<file path="config.mk">
export PLATFORM = sky130hd
export DESIGN_NAME = ones_gen
export DESIGN_NICKNAME = d
export VERILOG_FILES = /design/src/rtl/ones_gen_pkg.sv /design/src/rtl/ones_gen_controller.sv /design/src/rtl/ones_gen.sv
export SDC_FILE = /design/constraint.sdc
export NUM_CORES = 1
export LEC_CHECK = 0
export BUFFER_PORTS_ARGS = -buffer_cell sky130_fd_sc_hd__buf_2
export CORE_MARGIN = 1
export CORE_UTILIZATION = 30
export CTS_CLUSTER_SIZE = 28
export DETAILED_ROUTE_END_ITERATION = 6
export PLACE_DENSITY = 0.52
export SYNTH_ARGS = -nofsm -noshare
export SYNTH_HDL_FRONTEND = slang
export SYNTH_SLANG_ARGS = --single-unit
</file>
<file path="constraint.sdc">
create_clock -name clk -period 2 [get_ports clk]
set_input_delay 0.2 -clock clk [delete_from_list [all_inputs] [get_ports clk]]
set_output_delay 0.2 -clock clk [all_outputs]
set_load 0.02 [all_outputs]
</file>
<file path="src/rtl/ones_gen_pkg.sv">
// Shared parameters and controller state encoding for the ones generator.
package ones_gen_pkg;

  // Width of the generated word (register R1).
  localparam int data_size = 8;
  // Width of the requested count and of the down-counter R2.
  localparam int r2_size = $clog2(data_size + 1);

  // Largest count that fits in R1; used as the clip value.
  localparam logic [r2_size-1:0] max_cnt = r2_size'(data_size);

  // One-hot controller states.
  typedef enum logic [1:0] {
    S_idle = 2'b01,
    S_1    = 2'b10
  } state_t;

endpackage

</file>
<file path="src/rtl/ones_gen_controller.sv">
// One-hot controller for the ones generator: waits for start, then keeps
// requesting shifts until the datapath down-counter reaches zero.
module ones_gen_controller
  import ones_gen_pkg::*;
(
  input  logic       clk,
  input  logic       rst,
  input  logic       start,
  input  logic       zero,
  output logic [1:0] Q_out,
  output logic       load_regs,
  output logic       shift_dec,
  output logic       rdy
);

  state_t state;
  state_t state_next;

  // State register; reset forces the idle state asynchronously.
  // NOTE: sequential state uses non-blocking assignments so every flop samples pre-edge values.
  always_ff @(posedge clk or posedge rst) begin
    if (rst) state <= S_idle;
    else     state <= state_next;
  end

  // Next-state logic; illegal encodings fall back to idle.
  // NOTE: default assignment first so no path leaves state_next unassigned (no latch).
  always_comb begin
    state_next = S_idle;
    case (state)
      S_idle:  state_next = start ? S_1 : S_idle;
      S_1:     state_next = zero ? S_idle : S_1;
      default: state_next = S_idle;
    endcase
  end

  // Output decode from the state register (rdy has no path from start).
  always_comb begin
    Q_out     = state;
    rdy       = (state == S_idle);
    load_regs = (state == S_idle) && start;
    shift_dec = (state == S_1) && !zero;
  end

endmodule

</file>
<file path="src/rtl/ones_gen.sv">
// Ones generator top: builds a right-justified thermometer code with the
// requested number of ones by shifting 1s into R1 while R2 counts down.
// Optional feature: define ONES_GEN_SAT_EN to clip over-range requests to
// data_size and flag them on ovf; otherwise ovf is tied low.
module ones_gen
  import ones_gen_pkg::*;
(
  input  logic                 clk,
  input  logic                 rst,
  input  logic                 start,
  input  logic [r2_size-1:0]   cnt_in,
  output logic [data_size-1:0] data_out,
  output logic                 rdy,
  output logic                 ovf
);

  logic [data_size-1:0] r1;
  logic [r2_size-1:0]   r2;
  logic [r2_size-1:0]   load_val;
  logic [1:0]           q_out;
  logic                 zero;
  logic                 load_regs;
  logic                 shift_dec;
  logic                 state_bad;

  assign zero      = (r2 == '0);
  assign state_bad = (q_out != S_idle) && (q_out != S_1);

  ones_gen_controller controller_0 (
    .clk       (clk),
    .rst       (rst),
    .start     (start),
    .zero      (zero),
    .Q_out     (q_out),
    .load_regs (load_regs),
    .shift_dec (shift_dec),
    .rdy       (rdy)
  );

`ifdef ONES_GEN_SAT_EN
  logic over;
  logic ovf_q;

  // Clip the request to the word width and remember that it was clipped.
  always_comb begin
    over     = (cnt_in > max_cnt);
    load_val = over ? max_cnt : cnt_in;
  end

  // Overflow flag updates with every accepted request.
  always_ff @(posedge clk or posedge rst) begin
    if (rst)            ovf_q <= 1'b0;
    else if (load_regs) ovf_q <= over;
  end

  assign ovf = ovf_q;
`else
  assign load_val = cnt_in;
  assign ovf      = 1'b0;
`endif

  // R1/R2 datapath: load on start, shift a 1 in and decrement while nonzero.
  // A corrupted controller state clears the datapath so no stale word survives.
  always_ff @(posedge clk or posedge rst) begin
    if (rst) begin
      r1 <= '0;
      r2 <= '0;
    end else if (state_bad) begin
      r1 <= '0;
      r2 <= '0;
    end else if (load_regs) begin
      r1 <= '0;
      r2 <= load_val;
    end else if (shift_dec) begin
      r1 <= {r1[data_size-2:0], 1'b1};
      r2 <= r2 - 1'b1;
    end
  end

  assign data_out = r1;

endmodule

</file>
Word level (Yosys, flattened, before mapping)
Index checks and enable logic that the tools add are counted.

Register bits: 14. Bits of input ports: 7. Output and inout port bits: 10. Logic and storage cells: 23.

Add/sub/neg operators: 1. Equality and inequality tests: 4. Muxes and demuxes: 9. Reduce and logical (&&, ||, !) cells: 6.

Operators by type and width (number): $mux W8 (3); $mux W4 (3); $logic_not A4 Y1 (1); $mux W2 (2); $pmux W2 S2 (1); $sub A4 B1 Y4 const B (1); $logic_and A1 B1 Y1 (3); $reduce_bool A3 Y1 (1); $eq A2 B1 Y1 const B (1); $eq A2 B2 Y1 const B (1); $ne A2 B1 Y1 const B (1); $ne A2 B2 Y1 const B (1); $logic_not A1 Y1 (1).

Depth between registers and ports, before layout
Gate-level depths: netlist (run 1).

Depth after elaboration: 6. Mapped depth: 7. Depth with buffers taken out: 6.

Cells and area by module
A second synthesis (run 1) with hierarchy kept.

Cell total of the unflattened synthesis: 70. Area, all modules: 745.7 um^2.

By module, submodules not included: ones_gen (times used 1, cells each 57, area each 604.3 um^2, seq. area each 300.3 um^2); ones_gen_controller (times used 1, cells each 13, area each 141.4 um^2, seq. area each 51.3 um^2).

Worst setup path after synthesis (run 1)
Ideal clock, no wire load.

Path kind: register to register. Start point: reg controller_0.state[0] (netlist: controller_0.Q_out[0]). End point: reg r2[3]. Library setup time: 0.135 ns. Arrival: 1.636 ns. Data required time: 1.865 ns. Path slack: 0.230 ns. Cell stages (with the launch flop): 7. Path buffers: 1. Clock period less this slack: 1.770 ns. Path through: dfstp_2 > ha_1 > and2_1 > buf_2 > nor2_1 > a21oi_2 > o32ai_2.

Cells in the longest elaborated chain, start to end: 4. Elaborated cells on any way between the ends: 10. Those cells by class: eq/ne (4); mux (2); reduce/logical (4).

Ends and longest elaborated chain: start, declared (line ones_gen_controller.sv:16) `state_t state;`; start signal, assigned (line ones_gen_controller.sv:22) `if (rst) state <= S_idle;`; start signal, assigned (line ones_gen_controller.sv:23) `else state <= state_next;`; $eq A2 B1 Y1 (*); via rdy (line ones_gen.sv:13) `output logic rdy,`; $logic_and A1 B1 Y1 (*) (line ones_gen_controller.sv:41) `load_regs = (state == S_idle) && start;`; $mux W4 (line ones_gen.sv:71) `end else if (load_regs) begin`; $mux W4 (line ones_gen.sv:68) `end else if (state_bad) begin`; end signal, assigned (line ones_gen.sv:73) `r2 <= load_val;`; end signal, assigned (line ones_gen.sv:76) `r2 <= r2 - 1'b1;`; end, declared (line ones_gen.sv:18) `logic [r2_size-1:0] r2;`.

Mark *: on every way through the listed nets, which the timed path passes. The rest lies on a longest branch. A chain may end at the register's enable or synchronous reset.

Worst setup path after layout (run 1)
Start point: reg r2[0]. End point: reg r2[3].

Cells in the longest elaborated chain, start to end: 4. Elaborated cells on any way between the ends: 8. Those cells by class: add/sub (1); mux (3); reduce/logical (4).

Ends and longest elaborated chain (line): $sub A4 B1 Y4 or $logic_not A4 Y1 (tied branches) (ones_gen.sv:76, ones_gen.sv:26); $mux W4 or $logic_not A1 Y1 (tied branches) (ones_gen.sv:74, ones_gen_controller.sv:42); $mux W4 or $logic_and A1 B1 Y1 (tied branches) (ones_gen.sv:71, ones_gen_controller.sv:42); $mux W4 or $reduce_bool A3 Y1 (tied branches).

Parallel ways exist; a longest one is shown, timed or not. The select of a mux whose other input is x is not followed.

==> results of run 1 <==
[cell usage in the layout (no fill, tap or decap), types with 2 or more instances in the layout]
master	synthesis	routed
sky130_fd_sc_hd__clkbuf_4	0	3
sky130_fd_sc_hd__dfrtp_1	13	13
sky130_fd_sc_hd__o31ai_1	2	2
sky130_fd_sc_hd__o21ai_0	10	10
sky130_fd_sc_hd__nor2_1	4	4
sky130_fd_sc_hd__inv_1	7	7
sky130_fd_sc_hd__nor3b_1	2	2
sky130_fd_sc_hd__buf_2	1	15
sky130_fd_sc_hd__buf_4	2	5
sky130_fd_sc_hd__a21oi_1	5	5
sky130_fd_sc_hd__nand2_1	16	16
sky130_fd_sc_hd__nor3_1	3	3
sky130_fd_sc_hd__ha_1	3	3
[power by group through the flow]
stage                     combinational, mW  sequential (mW)  clock (mW)
after floorplan                       0.656            0.413           0
after global placement                0.855            0.408           0
after detailed placement              0.862            0.411           0
after CTS                             0.870            0.406       0.218
after global routing                  0.961            0.414       0.226
final                                 0.855            0.406       0.207
[repair_timing]
item                      CTS  global route
hold endpoints to repair   13             0
buffers inserted            0             0
hold buffers                1             0
gates resized for setup     0             0
[path summary, 6_finish.rpt]
path / to / slack, ns
min in group asynchronous: controller_0.Q_out[1]$_DFF_PP0_ / 0.49
worst max register to register: r2[3]$_DFFE_PP0P_ / 0.18
max in group asynchronous: controller_0.Q_out[0]$_DFF_PP1_ / 1.13
worst min register to register: data_out[7]$_DFFE_PP0P_ / 0.49
worst max-delay path: r2[3]$_DFFE_PP0P_ / 0.18
worst min-delay path: r2[0]$_DFFE_PP0P_ / 0.16
[state kept, by name, indices dropped and copies added (netlist names)]
| register | cells |
|---|---|
| r2 | 4 |
| controller_0.Q_out | 2 |
| data_out | 8 |
[routing by layer]
metal  vias to the layer above  track usage
met5                         -            0
met4                         0       0.0921
li1                        317            -
met2                        15        0.205
met1                       281        0.163
met3                         4       0.0174
[Yosys cell counts]
cell                       number  share of area
sky130_fd_sc_hd__nand2_1       16          0.079
sky130_fd_sc_hd__dfrtp_1       13           0.43
sky130_fd_sc_hd__o21ai_0       10          0.066
sky130_fd_sc_hd__inv_1          7          0.035
sky130_fd_sc_hd__a21oi_1        5          0.033
sky130_fd_sc_hd__nor2_1         4          0.020
sky130_fd_sc_hd__ha_1           3          0.050
sky130_fd_sc_hd__nor3_1         3          0.020
sky130_fd_sc_hd__buf_4          2          0.020
sky130_fd_sc_hd__nor3b_1        2          0.020
sky130_fd_sc_hd__o31ai_1        2          0.020
sky130_fd_sc_hd__a211oi_4       1          0.026
sky130_fd_sc_hd__a21oi_2        1          0.012
sky130_fd_sc_hd__a221o_1        1          0.013
sky130_fd_sc_hd__a22oi_1        1         0.0099
sky130_fd_sc_hd__and2_1         1         0.0083
sky130_fd_sc_hd__and3_1         1         0.0083
sky130_fd_sc_hd__buf_2          1         0.0066
sky130_fd_sc_hd__buf_6          1          0.015
sky130_fd_sc_hd__clkbuf_1       1         0.0049
sky130_fd_sc_hd__conb_1         1         0.0049
sky130_fd_sc_hd__dfstp_2        1          0.035
sky130_fd_sc_hd__nand2b_1       1         0.0083
sky130_fd_sc_hd__o211a_1        1          0.013
sky130_fd_sc_hd__o32ai_2        1          0.021
sky130_fd_sc_hd__or3_1          1         0.0083
sky130_fd_sc_hd__or3b_4         1          0.015
[cell families after synthesis]
| group | share of synthesized area |
|---|---|
| compound gates | 0.215 |
| simple gates | 0.186 |
| other cells | 0.00495 |
| flops | 0.464 |
| buf+inv | 0.0808 |
| fa+ha+maj | 0.0495 |
[worst max-delay path: stages (launching register included)]
cell                       delay [ns]
sky130_fd_sc_hd__dfrtp_1         0.40
sky130_fd_sc_hd__inv_1           0.07
sky130_fd_sc_hd__ha_1            0.18
sky130_fd_sc_hd__or3b_4          0.42
sky130_fd_sc_hd__a211oi_4        0.26
sky130_fd_sc_hd__buf_4           0.23
sky130_fd_sc_hd__a21oi_2         0.05
sky130_fd_sc_hd__o32ai_2         0.12
[layout make-up]
cell class | instances | area (um^2) | area share
Sequential cell | 14 | 352 | 0.383
Multi-Input combinational cell | 57 | 345 | 0.377
Timing Repair Buffer | 21 | 123 | 0.134
Tap cell | 28 | 35.0 | 0.0382
Inverter | 7 | 26.3 | 0.0286
Clock buffer | 4 | 36.3 | 0.0396
==> flow_metrics.env, run 1 <==
export IMPL_syn_nets=93
export IMPL_setup_slack_ns=0.179
export IMPL_chipWidth_um=52.3
export IMPL_boundaryPins=17
export IMPL_syn_area_um2=758
export IMPL_initial_standard_cell_utilization_of_the_core=0.330
export IMPL_via_count=617
export IMPL_io_buffer_count=15
export IMPL_place_detailed_instances=126
export IMPL_gr_total_overflow=0
export IMPL_die_area_mm2=0.00273
export IMPL_finalPower_mw=1.47
export IMPL_timing_clock_skew_ns=0.00211
export IMPL_p_leak_nw=0.451
export IMPL_detailedPlace_worstSlack_ns=0.197
export IMPL_rsz0062_at_grt="no"
export IMPL_initial_antenna_violation_count=0
export IMPL_fin_util=0.399
export IMPL_total_switching_power_uw=628
export IMPL_dieHeight_um=52.3
export IMPL_vdd_ir_drop_worst_v=0.000599
export IMPL_post_route_drc_count=0
export IMPL_wl_per_cell_um=11.1
export IMPL_first_global_vias=584
export IMPL_fillers=249
export IMPL_run_status="completed"
export IMPL_layout_area_overhead_vs_synth_pct=21.0
export IMPL_proportion_of_total_power_due_to_net_switching=0.428
export IMPL_min_period_ns=1.82
export IMPL_cts_htree_levels=1
export IMPL_number_of_buffers_created_by_cts=3
export IMPL_powerDensity_mw_per_mm2=1600
export IMPL_drtAntennaViolNets=0
export IMPL_insertion_delay_ns=0.28
export IMPL_postSynthCellCount=83
export IMPL_final_max_slew_violation_count=0
export IMPL_setup_worst_path_class="reg -> reg"
export IMPL_power_frac_clock=0.141
export IMPL_cp_data_arrival_time_ns=2.01
export IMPL_timing_hold_worst_start="cnt_in[0]"
export IMPL_placed_cell_area_um2=871
export IMPL_top_layer="met4"
export IMPL_number_of_unique_standard_cell_types_used_by_synthesis=27
export IMPL_crit_path_max_fanout=16
export IMPL_maxSlewHeadroom=0.631
export IMPL_diodes=0
export IMPL_routed_wirelength_um=1450
export IMPL_yosysWarningCount=0
export IMPL_r2r_worst_path_cells=7
export IMPL_drt_pre_antenna_iters=4
export IMPL_wire_length_of_the_first_global_routing_pass_um=2500
export IMPL_root_buffer_cell="sky130_fd_sc_hd__clkbuf_4"
export IMPL_drt_vias_per_instance=4.71
export IMPL_clock_tree_buffer_depth=2
export IMPL_worst_setup_path_end_kind="register"
export IMPL_final_hold_violation_count=0
export IMPL_hold_path_class="in -> reg"
export IMPL_drt_iter0_markers=13
export IMPL_final_hold_worst_slack_ns=0.163
export IMPL_min_period_over_period=0.911
export IMPL_worst_setup_startpoint="r2[0]$_DFFE_PP0P_"
export IMPL_tritoncts_num_sinks=14
export IMPL_fin_setup_tns_ns=0
export IMPL_setup_violations=0
export IMPL_met2_wirelength_um=688
export IMPL_worst_endpoint_required_ns=2.19
export IMPL_power_frac_comb=0.583
export IMPL_final_cell_area_um2=917
export IMPL_worst_setup_path_start_kind="register"
export IMPL_grt_util_all_layers=0.130
export IMPL_final_layout_size_suffix_gt1_frac=0.282
export IMPL_seq_power_share=0.276
export IMPL_p_int_uw=840
export IMPL_worst_pin_slew_ns=0.553
export IMPL_rr_startpoint="r2[0]$_DFFE_PP0P_"
export IMPL_pin_count_of_the_biggest_net_entering_global_routing=17
export IMPL_place_detailed_hpwl_um=1110
export IMPL_floorplan_rows=17
export IMPL_synth_yosys_seq_area_share=0.464
export IMPL_max_cap_violations=0
export IMPL_count_of_nets_after_finishing=114
export IMPL_met1Wirelength_um=668
export IMPL_core_area_mm2=0.00230
export IMPL_mean_instance_size_in_the_synthesized_netlist_um2=9.14
export IMPL_routabilityCongestion=0.726
export IMPL_worst_setup_hold_path_clk_slew_ns=0.09
export IMPL_hold_path_cell_count=2
export IMPL_post_layout_nonfiller_instances=131
export IMPL_fmax_mhz=549
export IMPL_synth_seq_cells=14
export IMPL_cts_tree="done"
export IMPL_routed_wl_met3_um=56
Note: power is estimated with default switching activity, not from simulation.
==> run 2, diff against run 1 <==
- BUFFER_PORTS_ARGS: -buffer_cell sky130_fd_sc_hd__buf_2 -> -buffer_cell sky130_fd_sc_hd__buf_4
- CTS_BUF_LIST: not set -> sky130_fd_sc_hd__clkbuf_16
==> run 2 against run 1 <==
Hold slack worse by 0.15 ns. Final cell count is 0.76% lower. Combinational power is 2.5% higher. Highest routed layer unchanged. First-iteration DRC count is 62% lower. Worst setup slack worse by 0.011 ns. Global-route usage is 0.72 points higher. Wire length is 1.6% higher. Critical path type unchanged. Core utilization is 3.1 points higher. Fmax is 0.62% lower.
==> flow_metrics.env, run 2 (synthesis gave the netlist of run 1 again) <==
export IMPL_run_status="completed"
export IMPL_layout_cells_most_common="sky130_fd_sc_hd__buf_4"
export IMPL_final_layout_size_suffix_gt1_frac=0.275
export IMPL_number_of_buffers_created_by_cts=3
export IMPL_die_area_mm2=0.00273
export IMPL_grt_use_met1=0.175
export IMPL_diodes=0
export IMPL_drt_pre_antenna_iters=4
export IMPL_vdd_ir_drop_worst_v=0.000693
export IMPL_floorplan_rows=17
export IMPL_postCtsSetupBuffers=0
export IMPL_clock_tree_buffer_depth=2
export IMPL_worst_setup_path_start_kind="register"
export IMPL_setup_violations=0
export IMPL_drt_iter0_markers=5
export IMPL_dieHeight_um=52.3
export IMPL_drtAntennaViolNets=0
export IMPL_fmax_mhz=546
export IMPL_setup_worst_path_class="reg -> reg"
export IMPL_global_route_usage_met3=0.0261
export IMPL_regToRegSetupSlack_ns=0.17
export IMPL_first_global_vias=606
export IMPL_total_switching_power_uw=648
export IMPL_initial_antenna_violation_count=0
export IMPL_routed_wirelength_um=1470
export IMPL_final_hold_violation_count=0
export IMPL_via_count=608
export IMPL_initial_standard_cell_utilization_of_the_core=0.330
export IMPL_detailedPlace_worstSlack_ns=0.179
export IMPL_cts_htree_levels=1
export IMPL_power_frac_comb=0.529
export IMPL_min_period_ns=1.83
export IMPL_layout_common_cells="20 x sky130_fd_sc_hd__buf_4, 16 x sky130_fd_sc_hd__nand2_1, 13 x sky130_fd_sc_hd__dfrtp_1, 10 x sky130_fd_sc_hd__o21ai_0, 7 x sky130_fd_sc_hd__inv_1"
export IMPL_cp_data_arrival_time_ns=1.98
export IMPL_wl_per_cell_um=11.3
export IMPL_fillers=248
export IMPL_fin_setup_tns_ns=0
export IMPL_wire_length_of_the_first_global_routing_pass_um=2670
export IMPL_count_of_nets_after_finishing=113
export IMPL_min_period_over_period=0.916
export IMPL_rsz0062_at_grt="no"
export IMPL_busiest_layer_in_global_routing="met2"
export IMPL_powerDensity_mw_per_mm2=1680
export IMPL_cts_resized=0
export IMPL_proportion_of_total_power_due_to_net_switching=0.391
export IMPL_post_route_drc_count=0
export IMPL_setup_slack_ns=0.168
export IMPL_holdBufCountCts=0
export IMPL_final_hold_worst_slack_ns=0.00910
export IMPL_drt_vias_per_instance=4.68
export IMPL_chipWidth_um=52.3
export IMPL_largest_reg_flops=8
export IMPL_worst_setup_hold_path_clk_slew_ns=0.05
export IMPL_p_int_mw=1.01
export IMPL_seq_power_share=0.246
export IMPL_io_buffer_count=15
export IMPL_gr_total_overflow=0
export IMPL_timing_clock_skew_ns=0.00430
export IMPL_insertion_delay_ns=0.24
export IMPL_final_max_slew_violation_count=0
export IMPL_gr_usage_met2=0.209
export IMPL_routabilityCongestion=0.714
export IMPL_rr_startpoint="r2[0]$_DFFE_PP0P_"
export IMPL_maxSlewHeadroom=0.635
export IMPL_p_leak_nw=0.469
export IMPL_power_frac_clock=0.225
export IMPL_pin_count_of_the_biggest_net_entering_global_routing=17
export IMPL_root_buffer_cell="sky130_fd_sc_hd__clkbuf_16"
export IMPL_layout_area_overhead_vs_synth_pct=30.2
export IMPL_worst_endpoint_required_ns=2.15
export IMPL_place_detailed_hpwl_um=1090
export IMPL_crit_path_max_fanout=16
export IMPL_cts_tree="done"
export IMPL_max_cap_violations=0
export IMPL_worst_pin_slew_ns=0.547
export IMPL_r2r_worst_path_cells=7
export IMPL_boundaryPins=17
export IMPL_worst_setup_path_end_kind="register"
export IMPL_core_area_mm2=0.00230
export IMPL_grt_util_all_layers=0.138
export IMPL_hold_path_class="in -> async"
export IMPL_timing_rr_end="r2[3]$_DFFE_PP0P_"
export IMPL_tritoncts_num_sinks=14
==> run 2: stage by stage <==
| step | instance area, um^2 | power (mW) | util | std cells |
|---|---|---|---|---|
| 6_report | 987 | 1.66 | 0.430 | 130 |
| 4_1_cts | 987 | 1.68 | 0.430 | 130 |
| 2_1_floorplan | 758 | 1.07 | - | 83 |
| 3_3_place_gp | 908 | 1.28 | 0.395 | 126 |
| 5_1_grt | 987 | 1.80 | 0.430 | 130 |
| 3_5_place_dp | 908 | 1.29 | 0.395 | 126 |
==> run 2: cell type report <==
class	instances	area, um^2	area share
Clock buffer	3	75.1	0.0760
Clock inverter	1	3.75	0.00380
Inverter	7	26.3	0.0266
Multi-Input combinational cell	57	345	0.350
Sequential cell	14	352	0.356
Tap cell	28	35.0	0.0355
Timing Repair Buffer	20	150	0.152
==> run 2: critical path, cell delays in order, from the launching register on <==
cell and delay [ns]:
sky130_fd_sc_hd__dfrtp_1 0.38, sky130_fd_sc_hd__inv_1 0.07, sky130_fd_sc_hd__ha_1 0.19, sky130_fd_sc_hd__or3b_4 0.42
sky130_fd_sc_hd__a211oi_4 0.28, sky130_fd_sc_hd__buf_4 0.24, sky130_fd_sc_hd__a21oi_2 0.05, sky130_fd_sc_hd__o32ai_2 0.11
==> run 2: power groups by stage <==
stage	Sequential, mW	Combinational, mW	Clock (mW)
3_5_place_dp	0.411	0.880	0
6_report	0.407	0.876	0.373
3_3_place_gp	0.409	0.875	0
4_1_cts	0.407	0.887	0.386
5_1_grt	0.415	0.984	0.399
2_1_floorplan	0.413	0.656	0
==> run 2: worst max-delay path by stage <==
stage,startpoint,endpoint,slack [ns],cells past startpoint
after global routing,r2[0]$_DFFE_PP0P_,data_out[7]$_DFFE_PP0P_,0.06,7
final,r2[0]$_DFFE_PP0P_,r2[3]$_DFFE_PP0P_,0.17,7
after CTS,r2[0]$_DFFE_PP0P_,r2[3]$_DFFE_PP0P_,0.16,7
after floorplan,controller_0.Q_out[0]$_DFF_PP1_,r2[3]$_DFFE_PP0P_,0.23,6
after detailed placement,r2[0]$_DFFE_PP0P_,r2[3]$_DFFE_PP0P_,0.18,7
after global placement,r2[0]$_DFFE_PP0P_,r2[3]$_DFFE_PP0P_,0.24,7
==> run 2: per-layer routing <==
metal | part of all wire | up-vias
li1 | - | 317
met1 | 0.50 | 278
met2 | 0.45 | 11
met3 | 0.032 | 2
met4 | 0.013 | 0
met5 | 0 | -
